## src/rtl/stopwatch_ctrl.sv

```systemverilog
`default_nettype none
// ============================================================================
// Module  : stopwatch_ctrl
// Brief   : Debounced three-button stopwatch controller with lap capture.
// Rev     : 1.0
// ============================================================================
module stopwatch_ctrl #(
  parameter int unsigned DEB_CNT = 4
) (
  input  logic       clk,
  input  logic       rst_n,
  input  logic       btn_start_n,
  input  logic       btn_clear_n,
  input  logic       btn_lap_n,
  input  logic [3:0] t_ms0,
  input  logic [3:0] t_ms1,
  input  logic [3:0] t_s0,
  input  logic [3:0] t_s1,
  input  logic [3:0] t_m0,
  input  logic [3:0] t_m1,
  output logic [1:0] cnt_ctrl,
  output logic       lap_hold,
  output logic [3:0] d_ms0,
  output logic [3:0] d_ms1,
  output logic [3:0] d_s0,
  output logic [3:0] d_s1,
  output logic [3:0] d_m0,
  output logic [3:0] d_m1
);

  typedef enum logic [1:0] {
    ST_IDLE  = 2'b00,
    ST_COUNT = 2'b01,
    ST_PAUSE = 2'b10
  } state_e;

  localparam logic [19:0] DEB_LAST = 20'(DEB_CNT - 1);

  // Bit order: [0] start, [1] clear, [2] lap.
  logic [2:0] btn_raw;
  logic [2:0] press;

  assign btn_raw = {btn_lap_n, btn_clear_n, btn_start_n};

  for (genvar b = 0; b < 3; b++) begin : g_btn
    logic        sync1_q;
    logic        sync2_q;
    logic        deb_q;
    logic        deb_prev_q;
    logic        press_q;
    logic [19:0] cnt_q;

    always_ff @(posedge clk or negedge rst_n) begin
      if (!rst_n) begin
        sync1_q    <= 1'b1;
        sync2_q    <= 1'b1;
        deb_q      <= 1'b1;
        deb_prev_q <= 1'b1;
        press_q    <= 1'b0;
        cnt_q      <= '0;
      end else begin
        sync1_q    <= btn_raw[b];
        sync2_q    <= sync1_q;
        deb_prev_q <= deb_q;
        press_q    <= deb_prev_q & ~deb_q;
        if (sync2_q == deb_q) begin
          cnt_q <= '0;
        end else if (cnt_q == DEB_LAST) begin
          deb_q <= sync2_q;
          cnt_q <= '0;
        end else begin
          cnt_q <= cnt_q + 20'd1;
        end
      end
    end

    assign press[b] = press_q;
  end

  state_e      state_q, state_d;
  logic        lap_hold_q, lap_hold_d;
  logic [23:0] lap_q, lap_d;
  logic [23:0] disp_q, disp_d;
  logic [23:0] t_live;

  assign t_live = {t_m1, t_m0, t_s1, t_s0, t_ms1, t_ms0};

  // Only the highest-priority event that is legal in the current state acts.
  always_comb begin
    state_d    = state_q;
    lap_hold_d = lap_hold_q;
    lap_d      = lap_q;
    if (press[1] && state_q != ST_COUNT) begin
      state_d    = ST_IDLE;
      lap_hold_d = 1'b0;
    end else if (press[0]) begin
      case (state_q)
        ST_IDLE:  state_d = ST_COUNT;
        ST_COUNT: state_d = ST_PAUSE;
        ST_PAUSE: state_d = ST_COUNT;
        default:  state_d = ST_IDLE;
      endcase
    end else if (press[2]) begin
      if (state_q == ST_COUNT) begin
        if (lap_hold_q) begin
          lap_hold_d = 1'b0;
        end else begin
          lap_hold_d = 1'b1;
          lap_d      = t_live;
        end
      end else if (state_q == ST_PAUSE && lap_hold_q) begin
        lap_hold_d = 1'b0;
      end
    end
    disp_d = lap_hold_d ? lap_d : t_live;
  end

  always_ff @(posedge clk or negedge rst_n) begin
    if (!rst_n) begin
      state_q    <= ST_IDLE;
      lap_hold_q <= 1'b0;
      lap_q      <= '0;
      disp_q     <= '0;
    end else begin
      state_q    <= state_d;
      lap_hold_q <= lap_hold_d;
      lap_q      <= lap_d;
      disp_q     <= disp_d;
    end
  end

  assign cnt_ctrl = state_q;
  assign lap_hold = lap_hold_q;
  assign d_ms0    = disp_q[3:0];
  assign d_ms1    = disp_q[7:4];
  assign d_s0     = disp_q[11:8];
  assign d_s1     = disp_q[15:12];
  assign d_m0     = disp_q[19:16];
  assign d_m1     = disp_q[23:20];

endmodule
`default_nettype wire

```

## config.mk

```make
export PLATFORM = sky130hd
export DESIGN_NAME = stopwatch_ctrl
export DESIGN_NICKNAME = d
export VERILOG_FILES = /design/src/rtl/stopwatch_ctrl.sv
export SDC_FILE = /design/constraint.sdc
export NUM_CORES = 1
export LEC_CHECK = 0
export BUFFER_PORTS_ARGS = -buffer_cell sky130_fd_sc_hd__buf_2
export CORE_UTILIZATION = 50
export CTS_BUF_LIST = sky130_fd_sc_hd__clkbuf_4 sky130_fd_sc_hd__clkbuf_8
export DETAILED_ROUTE_END_ITERATION = 7
export PLACE_DENSITY = 0.79
export SLEW_MARGIN = 30
export SYNTH_ARGS = -nofsm -noshare
export SYNTH_HDL_FRONTEND = slang
export SYNTH_SLANG_ARGS = --single-unit
```

## constraint.sdc

```tcl
create_clock -name clk -period 2.3 [get_ports clk]
set_clock_uncertainty 0.05 [all_clocks]
set_input_delay 0.115 -clock clk [delete_from_list [all_inputs] [get_ports clk]]
set_output_delay 0.115 -clock clk [all_outputs]
set_load 0.005 [all_outputs]
```

After elaboration in Yosys (flattened, before gate mapping)
Cells that the tools add are included.

cells by class
  magnitude comparators = 0
  shift-type cells = 0
  reduce and logical (&&, ||, !) cells = 8
  multipliers = 0
  eq/ne operators = 9
  muxes and demuxes = 21
  bitwise logic cells = 9
  divide/modulo/power cells = 0
  $add $sub $neg = 3

operators with widths
  cell                     number
  $mux W24                 6
  $mux W20                 6
  $add A20 B1 Y20 const B  3
  $eq A20 B2 Y1 const B    3
  $mux W1                  6
  $not A1 Y1               6
  $reduce_and A2 Y1        3
  $mux W2                  2
  $pmux W2 S2              1
  $and A1 B1 Y1            3
  $eq A1 B1 Y1             3
  $eq A2 B1 Y1 const B     1
  $eq A2 B2 Y1 const B     1
  $logic_and A1 B1 Y1      2
  $logic_not A2 Y1         1
  $ne A2 B1 Y1 const B     1
  $reduce_bool A2 Y1       1
  $reduce_or A2 Y1         1

word-level totals
  bits in latches = 0
  bits in registers = 126
  memories = 0
  bits of input ports = 29
  memory bits (writable) = 0
  memory bits (read-only) = 0

Logic depth before layout (Yosys ltp)
  depth in word-level cells = 8
  gate-level depth with buffers = 6
  gate-level depth less buffers = 5

Least setup slack after synthesis
Ideal clock, no wire load.

  path kind = reg2reg
  start = register g_btn[0].press_q
  end = register disp_q[3]
  path slack = 0.322 ns
  required time = 2.125 ns
  cell stages (with the launch flop) = 6
  clock period less this slack = 1.978 ns
  data arrival time = 1.803 ns
  cells stage by stage = dfrtp_1 > nand2b_1 > nor4b_4 > buf_2 > mux2_2 > mux2_2

on the way
  longest elaborated chain between the ends = 3

ends and longest elaborated chain
  element                   line  source
  start: declaration        50    logic press_q;
  start signal: assignment  65    press_q <= deb_prev_q & ~deb_q;
  $mux W24                  96    end else if (press[0]) begin
  $mux W24                  93    if (press[1] && state_q != ST_COUNT) begin
  net lap_d[3]              82    logic [23:0] lap_q, lap_d;
  $mux W24                  115   disp_d = lap_hold_d ? lap_d : t_live;
  net disp_d[3]             83    logic [23:0] disp_q, disp_d;
  end signal: assignment    128   disp_q <= disp_d;
  end: declaration          83

The timed path passes the listed nets, and every way through them passes these cells.
A chain may end at the register's enable or synchronous reset.

Worst setup path after layout
  start = register g_btn[0].press_q
  end = register disp_q[1]

Same word-level chain as after synthesis.

==> metrics <==
status=finished, final reports clean; fmax=494 MHz; Crit. End Element=flop; area post-placement=0.00595 mm²; most frequent CP cell=mux2_2; Area Overhead vs Synth=22.8%; initial core utilization=0.521; First DRT Iteration DRCs=181; crit path launch type=flop; cell area power density=1090 mW/mm²; syn avg cell area=11.7 µm²; DP HPWL=7130 µm; setup slack after layout=274 ps; Port Buffers=55; pin count of the biggest net entering global routing=58; vias in the first global route=3935; worst rel slew slack=0.736; die height=106 µm; clk_lat worst skew=420 ps; first-pass GRT wire length=18300 µm; Post-DRT Antenna Nets=0; worst path bufs/invs=1; Placed Cells=652; Die ar.=0.0113 mm²; Layout Nets=598; period utilisation layout=0.881; origin of the critical flop-to-flop path=g_btn[0].press_q; top cell type's share of synthesized area=0.523; Mapped Area=0.00545 mm²; Post-Syn Instances=465; Post-CTS Resized=0; register-to-register setup slack=270 ps; routed wire length=10900 µm; WS Path Type=flop to flop; Final min period=2030 ps; Worst Reg-to-Reg Cells=5; Slowest cell on crit path=dfrtp_1; Pleak=2.89 nW; Critical Path RT=2550 ps; initial antenna violation count=0; Place WS=295 ps; hold_buf cts=28; Yosys top cell by area=dfrtp_1; RePlAce Congestion=0.801; Worst Path Max Fanout=24; CTS buffer count=17; fin cells=712; Total GRT Usage=0.207; Max clock buf depth=2; final hold vios=0; io pins=56; Fill cells=793; setup_tns=0 ps; Setup Buffers After CTS=0; final instance area=0.00669 mm²; commonest non-fill, non-tap cell in the layout=dfrtp_1; r2r endpoint=disp_q[1]; Slew Viols, Final=0; register bit total from synthesis=126; worst slew pin tran=392 ps; Core Area=0.0105 mm²; CP Cell Sequence=nand2b_1 > nor4b_4 > buf_12 > mux2_2 > mux2_2; # setup viols final=0; total number of vias=3928; Worst path max stage delay=420 ps; Hold Crit Class=input port to asynchronous set/reset pin; CTS tree=done; share of layout cells above drive strength 1=0.286; peak supply drop=0.000604 V; RSZ-0062 raised after global routing=no; H-tree depth=4; post-synthesis sequential area ratio=0.581; synth unique cells=33; yosys warns=0; DRC errors left=0; Reg clk slew, reported paths=80 ps; share of the core filled with cells=0.640; mean routed wirelength per cell=15.3 µm; diode count=0; cell row count=37; Root Buffer Master=clkbuf_8; cell family with most CP delay=multiplexers; top post-synthesis cells by area=dfrtp_1, mux2_2, dfstp_2; First-pass DRT Iterations=4; vias per cell=5.52; Mapped Nets=500; clk sinks=126; WP data arrival=2270 ps; GRT overflow=0; most frequent cells in the layout=dfrtp_1, buf_2, mux2_2; DIE WIDTH=106 µm; Max Cap Viol=0
==> metrics by stage <==
| stage | total power [mW] | hold slack (ps) |
|---|---|---|
| 6_report | 7.27 | 80.9 |
| 5_1_grt | 7.65 | 92.8 |
| 4_1_cts | 7.31 | 81.6 |
| 3_5_place_dp | 5.06 | -12.1 |
| 3_3_place_gp | 4.92 | -16.5 |
| 2_1_floorplan | 4.33 | -231 |
==> worst register-to-register path: stages, from the launching register on <==
cell and delay [ps]:
dfrtp_1 420, nand2b_1 230, nor4b_4 340, buf_12 230, mux2_2 370, mux2_2 270
==> how the worst max path moves through the flow <==
stage	cells after the start	start	slack, ps	to
after detailed placement	5	g_btn[0].press_q	290	disp_q[1]
after global placement	5	g_btn[0].press_q	420	disp_q[22]
final	5	g_btn[0].press_q	270	disp_q[1]
after CTS	5	g_btn[0].press_q	250	disp_q[1]
after floorplan	5	g_btn[0].press_q	320	disp_q[3]
after global routing	5	g_btn[0].press_q	180	disp_q[7]
==> power by group <==
| part | switching, mW | internal (mW) | leakage (nW) |
|---|---|---|---|
| Combinational | 0.890 | 1.03 | 1.06 |
| Sequential | 0.307 | 2.84 | 1.61 |
| Clock | 0.880 | 1.32 | 0.223 |
| Total | 2.08 | 5.19 | 2.89 |
==> cell type report <==
| cell class | instances | area (µm²) | area share |
|---|---|---|---|
| Clock inverter | 13 | 213 | 0.0318 |
| Tap cell | 136 | 170 | 0.0254 |
| Multi-Input combinational cell | 316 | 2180 | 0.326 |
| Inverter | 8 | 30.0 | 0.00449 |
| Timing Repair Buffer | 94 | 678 | 0.101 |
| Clock buffer | 19 | 249 | 0.0372 |
| Sequential cell | 126 | 3170 | 0.473 |
==> flip-flops by register name (all words and copies together), names as in the netlist, 2 cells and up <==
register,flops
lap_q,24
g_btn.press_q,3
g_btn.sync1_q,3
disp_q,24
g_btn.deb_prev_q,3
g_btn.cnt_q,60
cnt_ctrl,2
g_btn.sync2_q,3
g_btn.deb_q,3
==> cell families after synthesis <==
kind of cell             share of synthesized area
adder cells (fa/ha/maj)                     0.0138
XOR/XNOR                                    0.0595
flip-flops                                   0.581
AO/OA/AOI/OAI                               0.0480
AND/OR/NAND/NOR                              0.174
multiplexers                                 0.105
buffers and inverters                       0.0179
==> Yosys cell counts <==
cell type	instances
buf_4	2
nor4b_4	1
xor2_1	20
o31ai_1	9
o2111ai_1	1
or2_1	1
inv_1	8
nand2_1	20
nor2b_1	4
and3_2	1
nand3_1	22
ha_1	6
or4_1	10
or3_2	1
mux2_2	51
nor3_1	6
clkbuf_1	10
nor2_1	48
nand2b_1	3
dfrtp_1	114
nand3b_1	3
and3_1	6
xnor2_1	17
nor4b_1	1
buf_2	3
o21ai_0	17
a21oi_1	20
dfstp_2	12
or3_1	12
nand4_1	15
and4_1	7
nor4_1	13
nand3_2	1
==> layer usage <==
| layer | vias to the layer above | wire length [µm] | GRT usage |
|---|---|---|---|
| li1 | 1861 | - | - |
| met1 | 1950 | 4710 | 0.259 |
| met2 | 101 | 5580 | 0.357 |
| met3 | 16 | 459 | 0.0503 |
| met4 | 0 | 147 | 0.0575 |
| met5 | - | 0 | 0 |
Note: power is estimated with default switching activity, not from simulation.
